File: config.mk
export PLATFORM = sky130hd
export DESIGN_NAME = fix2_flo_conv_pipe_flat
export DESIGN_NICKNAME = d
export VERILOG_FILES = /design/src/rtl/fix2_flo_conv_pipe_if.sv /design/src/rtl/fix2_flo_conv_pipe.sv /design/src/flat_wrapper.sv
export SDC_FILE = /design/constraint.sdc
export NUM_CORES = 1
export LEC_CHECK = 0
export CORE_ASPECT_RATIO = 0.8
export CORE_MARGIN = 10
export CORE_UTILIZATION = 35
export DETAILED_ROUTE_END_ITERATION = 12
export MAX_ROUTING_LAYER = met4
export PLACE_DENSITY = 0.58
export SLEW_MARGIN = 5
export SYNTH_ARGS = -nofsm -noshare
export SYNTH_HDL_FRONTEND = slang
export SYNTH_SLANG_ARGS = --single-unit
export TNS_END_PERCENT = 30
File: constraint.sdc
create_clock -name hclk -period 4.4 [get_ports hclk]
set_input_delay 0.66 -clock hclk [delete_from_list [all_inputs] [get_ports hclk]]
set_output_delay 0.66 -clock hclk [all_outputs]
set_load 0.03 [all_outputs]
File: src/rtl/fix2_flo_conv_pipe_if.sv
// Sample stream bundle for the fixed-to-float converter: input side
// (data_in/valid_in/ready_out) and output side (data_out/valid_out/last/ready_in).
interface fix2_flo_conv_pipe_if;
  logic [31:0] data_in;
  logic        valid_in;
  logic        ready_out;
  logic [31:0] data_out;
  logic        valid_out;
  logic        last;
  logic        ready_in;

  // Converter side
  modport slave (
    input  data_in, valid_in, ready_in,
    output ready_out, data_out, valid_out, last
  );

  // Producer/consumer side
  modport master (
    output data_in, valid_in, ready_in,
    input  ready_out, data_out, valid_out, last
  );
endinterface

File: src/rtl/fix2_flo_conv_pipe.sv
// Fixed-point sample to IEEE-754 single converter: capture, leading-one detect,
// normalise/exponent, output register, with a global stall and a frame counter.
module fix2_flo_conv_pipe #(
  parameter int IN_W    = 12,
  parameter int SCALE_W = 4,
  parameter int FRM_W   = 8
) (
  input  logic               hclk,
  input  logic               rst,
  fix2_flo_conv_pipe_if.slave bus,
  input  logic               signed_mode,
  input  logic [SCALE_W-1:0] scale,
  input  logic [FRM_W-1:0]   frame_len
);

  localparam int POS_W = 5;
  localparam int EXP_W = 8;
  localparam logic [EXP_W-1:0] BIAS = 8'd127;

  logic en;

  // S1 capture
  logic [IN_W-1:0]    s1_x;
  logic               s1_neg;
  logic [IN_W-1:0]    s1_mag_d;
  logic               s1_valid;
  logic               s1_sign;
  logic [IN_W-1:0]    s1_mag;
  logic [SCALE_W-1:0] s1_scale;

  // S2 leading-one detect
  logic [POS_W-1:0]   lod_pos;
  logic               s2_valid;
  logic               s2_sign;
  logic               s2_zero;
  logic [IN_W-1:0]    s2_mag;
  logic [POS_W-1:0]   s2_pos;
  logic [SCALE_W-1:0] s2_scale;

  // S3 normalise
  logic [23:0]        norm;
  logic [EXP_W-1:0]   exp_d;
  logic               s3_valid;
  logic               s3_sign;
  logic               s3_zero;
  logic [EXP_W-1:0]   s3_exp;
  logic [22:0]        s3_mant;

  logic [FRM_W-1:0]   cnt;
  logic               out_hs;

  // One stall signal for the whole pipe keeps ordering trivially intact.
  assign en            = !bus.valid_out || bus.ready_in;
  assign bus.ready_out = en && !rst;
  assign out_hs        = bus.valid_out && bus.ready_in;
  assign bus.last      = bus.valid_out && (cnt == frame_len - FRM_W'(1));

  assign s1_x     = bus.data_in[IN_W-1:0];
  assign s1_neg   = signed_mode & s1_x[IN_W-1];
  assign s1_mag_d = s1_neg ? (~s1_x + IN_W'(1)) : s1_x;

  // NOTE: every variable written in always_comb gets a default first, so no latch is inferred.
  always_comb begin
    lod_pos = '0;
    for (int i = 0; i < IN_W; i++) begin
      if (s1_mag[i]) lod_pos = POS_W'(i);
    end
  end

  // Shift the leading one up to bit 23; bits below it form the exact mantissa.
  assign norm  = 24'(s2_mag) << (POS_W'(23) - s2_pos);
  assign exp_d = BIAS + EXP_W'(s2_pos) + EXP_W'(s2_scale);

  // NOTE: sequential state uses non-blocking assignments so all stages update from pre-edge values.
  always_ff @(posedge hclk or posedge rst) begin
    if (rst) begin
      s1_valid      <= 1'b0;
      s2_valid      <= 1'b0;
      s3_valid      <= 1'b0;
      bus.valid_out <= 1'b0;
      bus.data_out  <= '0;
    end else if (en) begin
      s1_valid      <= bus.valid_in;
      s2_valid      <= s1_valid;
      s3_valid      <= s2_valid;
      bus.valid_out <= s3_valid;
      bus.data_out  <= s3_zero ? 32'h0 : {s3_sign, s3_exp, s3_mant};
    end
  end

  // NOTE: datapath registers carry no reset; their contents are qualified by the stage valids.
  always_ff @(posedge hclk) begin
    if (en) begin
      s1_sign  <= s1_neg;
      s1_mag   <= s1_mag_d;
      s1_scale <= scale;

      s2_sign  <= s1_sign;
      s2_zero  <= (s1_mag == '0);
      s2_mag   <= s1_mag;
      s2_pos   <= lod_pos;
      s2_scale <= s1_scale;

      s3_sign  <= s2_sign;
      s3_zero  <= s2_zero;
      s3_exp   <= exp_d;
      s3_mant  <= norm[22:0];
    end
  end

  // Frame position of the beat currently on data_out.
  always_ff @(posedge hclk or posedge rst) begin
    if (rst) begin
      cnt <= '0;
    end else if (out_hs) begin
      cnt <= bus.last ? '0 : cnt + FRM_W'(1);
    end
  end

endmodule

File: src/flat_wrapper.sv
// flat-port wrapper written by rule: the top's interface ports become plain ports
module fix2_flo_conv_pipe_flat 
#(
  parameter int IN_W    = 12,
  parameter int SCALE_W = 4,
  parameter int FRM_W   = 8
)
  (hclk, rst, signed_mode, scale, frame_len, bus_data_in, bus_valid_in, bus_ready_in, bus_ready_out, bus_data_out, bus_valid_out, bus_last);
  fix2_flo_conv_pipe_if bus_i ();
  input  logic hclk;
  input  logic rst;
  input  logic signed_mode;
  input  logic [SCALE_W-1:0] scale;
  input  logic [FRM_W-1:0] frame_len;
  input wire logic [$bits(bus_i.data_in)-1:0] bus_data_in;
  input wire logic [$bits(bus_i.valid_in)-1:0] bus_valid_in;
  input wire logic [$bits(bus_i.ready_in)-1:0] bus_ready_in;
  output wire logic [$bits(bus_i.ready_out)-1:0] bus_ready_out;
  output wire logic [$bits(bus_i.data_out)-1:0] bus_data_out;
  output wire logic [$bits(bus_i.valid_out)-1:0] bus_valid_out;
  output wire logic [$bits(bus_i.last)-1:0] bus_last;
  assign bus_i.data_in = bus_data_in;
  assign bus_i.valid_in = bus_valid_in;
  assign bus_i.ready_in = bus_ready_in;
  assign bus_ready_out = bus_i.ready_out;
  assign bus_data_out = bus_i.data_out;
  assign bus_valid_out = bus_i.valid_out;
  assign bus_last = bus_i.last;
  fix2_flo_conv_pipe #(.IN_W(IN_W), .SCALE_W(SCALE_W), .FRM_W(FRM_W)) u_core (.hclk(hclk), .rst(rst), .bus(bus_i), .signed_mode(signed_mode), .scale(scale), .frame_len(frame_len));
endmodule
==> metrics <==
status completed; sequential fraction of the synthesis area 0.595; Max Freq 0.255 GHz; clock buffers created by TritonCTS 17; die height 131 um; CP required 3740 ps; Reg clk slew, reported paths 50 ps; vias 3,507; Post-CTS Hold Buffers 0; Synth Flop Type edfxtp_1; GRT overflow 0; Crit Path Category in -> out; Ports 84; drt total wl 10.1 mm; crit path from frame_len[0]; PortBufs 62; Detail Route Antenna Nets 0; Final Hold Vio Count 0; metal3 WL 362 um; top-count cell post-synth nand2_1; Placement Rows 40; CP Max Fanout 8; Die ar. 20,800 sq um; Clock H-tree levels 4; initial antenna violation count 0; via/cell ratio 4.48; area delta synth->final 26.9%; Area contributors post-synth edfxtp_1 40%, dfrtp_1 20%, nand2_1 7.2%; Slew HR 0.408; starting DRC count in detailed routing 171; Post-Route Setup TNS 0 ps; DR pass1 iterations 5; share of cells above drive strength 1 0.0752; post-route met1 wirelength 5.27 mm; area of the multi-input gates 2010 sq um; RSZ-0062 raised after global routing no; Syn Area/Cell 11.0 sq um; Clock Latency Late Sink 400 ps; setup violators final 0; Yosys cell types 48; CP Capture Type primary output; top sig layer met4; DRC violations left 0; Final GP Congestion 0.801; post-cts sizing count 0; CTS Buffer Depth 2; Core Area 15,100 sq um; Global Route Usage Sum 0.108; max-slew violation total from the final report 0; Synth Cell Area 5390 sq um; cell taking the most area after synthesis edfxtp_1; WHS 416 ps; Fill cells 1,408; min-delay worst type reg -> reg; EDFF count, synth 71; worst clock skew 6.77 ps; register area 3210 sq um; post-DR wirelength/cell 12.9 um; final worst path period need 3930 ps; Ys Warns 0; asr flop ratio synth 0.377; actual slew at the worst max-slew pin 887 ps; initial core utilization 0.358; worst hold start u_core.s1_sign; maximum VDD drop 0.291 mV; Die W 159 um; clk sinks 114; largest net degree at the start of global routing 58; wire length of the first global-routing pass 17.6 mm; number of synthesized register bits 114; worst r2r src u_core.bus.valid_out; CP Data Arrival Time 3270 ps; metal2 WL 4.36 mm; Leak 2.85 nW; n_diodes 0; MaxCap Viol Count 0; Syn Inst Count 491; vias in the first global route 3,574; Final nets 619; hpwl dp 7.26 mm; Final Cycle Share 0.892; Commonest cells post-synth 103 x nand2_1, 71 x edfxtp_1, 43 x dfrtp_1, 34 x nor2_1, 33 x nand3b_1; Worst Setup Start Kind input pin; Cell Pwr Density 702 nW/um^2; post-CTS setup buffer count 0; Clock Root Buffer clkbuf_16; CTS tree built; Yosys top cell area share 0.395
final cells by class:
| type | instances | area share |
|---|---|---|
| inverter | 29 | 0.0161 |
| clock inverter | 12 | 0.0240 |
| tap | 210 | 0.0384 |
| clock buffer | 20 | 0.0638 |
| timing repair buffer | 65 | 0.0958 |
| sequential | 114 | 0.469 |
| multi-input combinational | 332 | 0.293 |
kinds of logic after synthesis:
family	Yosys count	synth area share
flops	114	0.595
other cells	1	0.000695
xor+xnor	22	0.0357
compound gates	59	0.0712
mux	18	0.0346
buf+inv	52	0.0387
simple gates	214	0.197
fa+ha+maj	11	0.0269
power breakdown:
part | leakage (nW) | switching (W) | internal (W) | total, W
Clock | 0.283 | 0.000439 | 0.000936 | 0.00138
Sequential | 1.26 | 0.000275 | 0.00162 | 0.00190
Combinational | 1.31 | 0.000878 | 0.000649 | 0.00153
state kept, by name (all words and copies together), names as in the netlist, 4 cells and up:
signal	count
u_core.bus.data_out	31
u_core.cnt	8
u_core.s1_mag	12
u_core.s1_scale	4
u_core.s2_mag	12
u_core.s2_pos	4
u_core.s2_scale	4
u_core.s3_exp	8
u_core.s3_mant	22
routing by layer:
metal	vias to the layer above	global-route usage
li1	1816	-
met1	1619	0.140
met2	63	0.155
met3	9	0.0378
met4	0	0.0379
met5	-	-
stage by stage:
step / worst slack [ps] / instances / power, W / utilization / area [sq um]
6_report: 473 / 782 / 0.00480 / 0.454 / 6840
3_5_place_dp: 451 / 750 / 0.00347 / 0.414 / 6240
2_1_floorplan: 788 / 498 / 0.00292 / - / 5420
4_1_cts: 442 / 782 / 0.00487 / 0.454 / 6840
3_3_place_gp: 482 / 750 / 0.00343 / 0.414 / 6240
5_1_grt: 237 / 782 / 0.00513 / 0.454 / 6840
worst paths after layout:
check,to,slack [ps],cells past startpoint
max,bus_last,470,10
min,u_core.s2_sign,420,0
max reg2reg,u_core.bus.data_out[27],2000,6
min reg2reg,u_core.s2_sign,420,0
max in group asynchronous,u_core.bus.data_out[2],3030,2
min in group asynchronous,u_core.bus.data_out[3],800,2
layout by cell type, fill, tap and decap left out, types with 4 or more instances in the layout:
cell type        count
xnor2_1              8
o21a_1               5
a22o_1               4
clkbuf_16           17
ha_1                10
nand2_1            103
inv_2                4
nand3_1              7
a21oi_1             17
o21ai_1             12
nand2b_1             6
xor2_1              14
o21ai_0              8
nor2b_1              4
mux2i_1             13
nor2_1              34
inv_1               24
mux2_1               4
bufinv_16            4
nand3b_1            33
clkdlybuf4s50_1     62
nor3_1              10
conb_1               8
dfrtp_1             43
edfxtp_1            71
critical path, cell delays in order:
cell and delay [ps]:
clkdlybuf4s50_1 540, inv_1 60, ha_1 290, nand2b_1 180, nand3_1 90, o21ai_1 100
a2111oi_4 450, nand2_1 90, a21oi_1 120, clkdlybuf4s50_1 690
No activity file was read; power rests on OpenSTA's default activity.
==> RTL edit: new RTL, config.mk and constraints unchanged <==
The localparam `POS_W` goes from 5 to 4.
--- a/src/rtl/fix2_flo_conv_pipe.sv
+++ b/src/rtl/fix2_flo_conv_pipe.sv
@@ -14,5 +14,5 @@
 );
 
-  localparam int POS_W = 5;
+  localparam int POS_W = 4;
   localparam int EXP_W = 8;
   localparam logic [EXP_W-1:0] BIAS = 8'd127;
Formal check against the unedited RTL: not equivalent (a bounded check fails within 4 cycles, from zero or initial values and one cycle with rst high).
==> RTL edit against the unedited design <==
- cell area down 0.97%
- synthesized area up 0.46%
- sequential cell count up 2
- register-to-register slack worse by 0.23 ns
- clock skew up 0.0019 ns
- setup slack better by 0.079 ns
- routed wire length up 3.8%
- power down 3.2%
==> RTL edit: results (changes against the unedited design) <==
INFO  metric use_met1 = 13.7% (-0.25 points)
INFO  metric synth_sequential_area_ratio = 60.2% (+0.74 points)
INFO  metric wl_met2 = 4.71 mm (+8.0%)
INFO  metric max_ir_drop_vdd = 0.295 mV (+1.4%)
INFO  metric synth-xor-area-share = 3.88% (+0.31 points)
INFO  metric grtUsageMet3 = 3.46% (-0.32 points)
INFO  metric reg2reg_depth = 9 (+3)
INFO  metric routabilityCongestion = 0.855 (+6.8%)
INFO  metric distinct_cell_type_count_of_the_synthesized_netlist = 50 (+4.2%)
INFO  metric groute.layer.met2.usage = 15.4% (-0.087 points)
INFO  metric global_route.usage.total = 10.7% (-0.14 points)
INFO  metric timing.critical_path.slowest_cell_delay = 0.72 ns (+0.03 ns)
INFO  metric timing.critical_path.max_delay_family = simple AND/OR/NAND/NOR gates
INFO  metric static-leakage-power = 0.00287 µW (+0.57%)
INFO  metric rr_startpoint = u_core.s2_pos[0]$_SDFFCE_PP1N_
INFO  metric internal-power = 3060 µW (-4.5%)
INFO  metric pre_cts_slack = 0.545 ns (+0.0948 ns)
INFO  metric synth_enable_flop_cells = 72 (+1.4%)
INFO  metric detail_route.first_pass.iterations = 4 (-1)
INFO  metric power.sequential.fraction = 41.7% (+2.1 points)
INFO  metric met3_length = 468 µm (+29%)
INFO  metric asyncSetResetFlopFracSynth = 37.9% (+0.21 points)
INFO  metric postPlaceCellArea = 6260 µm² (+0.34%)
INFO  metric synth.top_cells.by_count = 98 x sky130_fd_sc_hd__nand2_1, 72 x sky130_fd_sc_hd__edfxtp_1, 44 x sky130_fd_sc_hd__dfrtp_1, 35 x sky130_fd_sc_hd__nor2_1, 33 x sky130_fd_sc_hd__nand3b_1
INFO  metric portBuffers = 63 (+1.6%)
INFO  metric drt-vias-per-instance = 4.70 (+4.9%)
INFO  metric clock_power_share = 25.7% (-3.0 points)
INFO  metric worst-path-max-fanout = 4 (-4)
INFO  metric adder_cell_share_of_the_synthesized_area = 2.68% (-0.012 points)
INFO  metric totalWireLength = 10.5 mm (+3.8%)
INFO  metric post_route_cells_drive_above_1_share = 6.98% (-0.54 points)
INFO  metric reg2reg_to = u_core.s3_exp[5]$_DFFE_PN_
INFO  metric grt_first_pass_wirelength = 18.0 mm (+2.1%)
INFO  metric ys_top_cells_by_area = sky130_fd_sc_hd__edfxtp_1 40%, sky130_fd_sc_hd__dfrtp_1 20%, sky130_fd_sc_hd__nand2_1 6.8%
INFO  metric outcome = finished, final reports clean
==> RTL edit: cell count changes after synthesis, moves of 4 or more <==
cell,before,now
sky130_fd_sc_hd__mux2_1,4,0
sky130_fd_sc_hd__o21ai_1,12,0
sky130_fd_sc_hd__o21a_1,5,1
sky130_fd_sc_hd__nand2_1,103,98
sky130_fd_sc_hd__nand3_1,7,2
==> RTL edit: how the worst min path moves through the flow <==
stage	end	from	slack (ns)	cells past startpoint
2_1_floorplan	u_core.s2_scale[0]$_DFFE_PN_	u_core.s1_scale[0]$_DFFE_PN_	0.40	0
3_3_place_gp	u_core.s3_zero$_DFFE_PN_	u_core.s2_zero$_DFFE_PN_	0.40	0
5_1_grt	u_core.s2_scale[2]$_DFFE_PN_	u_core.s1_scale[2]$_DFFE_PN_	0.42	0
3_5_place_dp	u_core.s3_zero$_DFFE_PN_	u_core.s2_zero$_DFFE_PN_	0.41	0
6_report	u_core.s3_zero$_DFFE_PN_	u_core.s2_zero$_DFFE_PN_	0.42	0
4_1_cts	u_core.s3_sign$_DFFE_PN_	u_core.s2_sign$_DFFE_PN_	0.42	0
==> RTL edit: per-stage QoR <==
stage	total power [µW]	hold slack, ns	util [%]	std cells
after floorplan	2940	0.400	-	481
after global placement	3450	0.402	41.4	737
after detailed placement	3500	0.406	41.4	737
after CTS	4720	0.418	44.8	769
after global routing	4970	0.423	44.8	769
final	4650	0.416	44.8	769
==> RTL edit: layout make-up <==
type,instances,area (µm²)
clock inverters,7,57.6
flip-flops and latches,116,3260
fillers,1415,8340
inverters,28,106
clock buffers,25,455
repair buffers,66,653
well taps,210,263
multi-input cells,317,1980
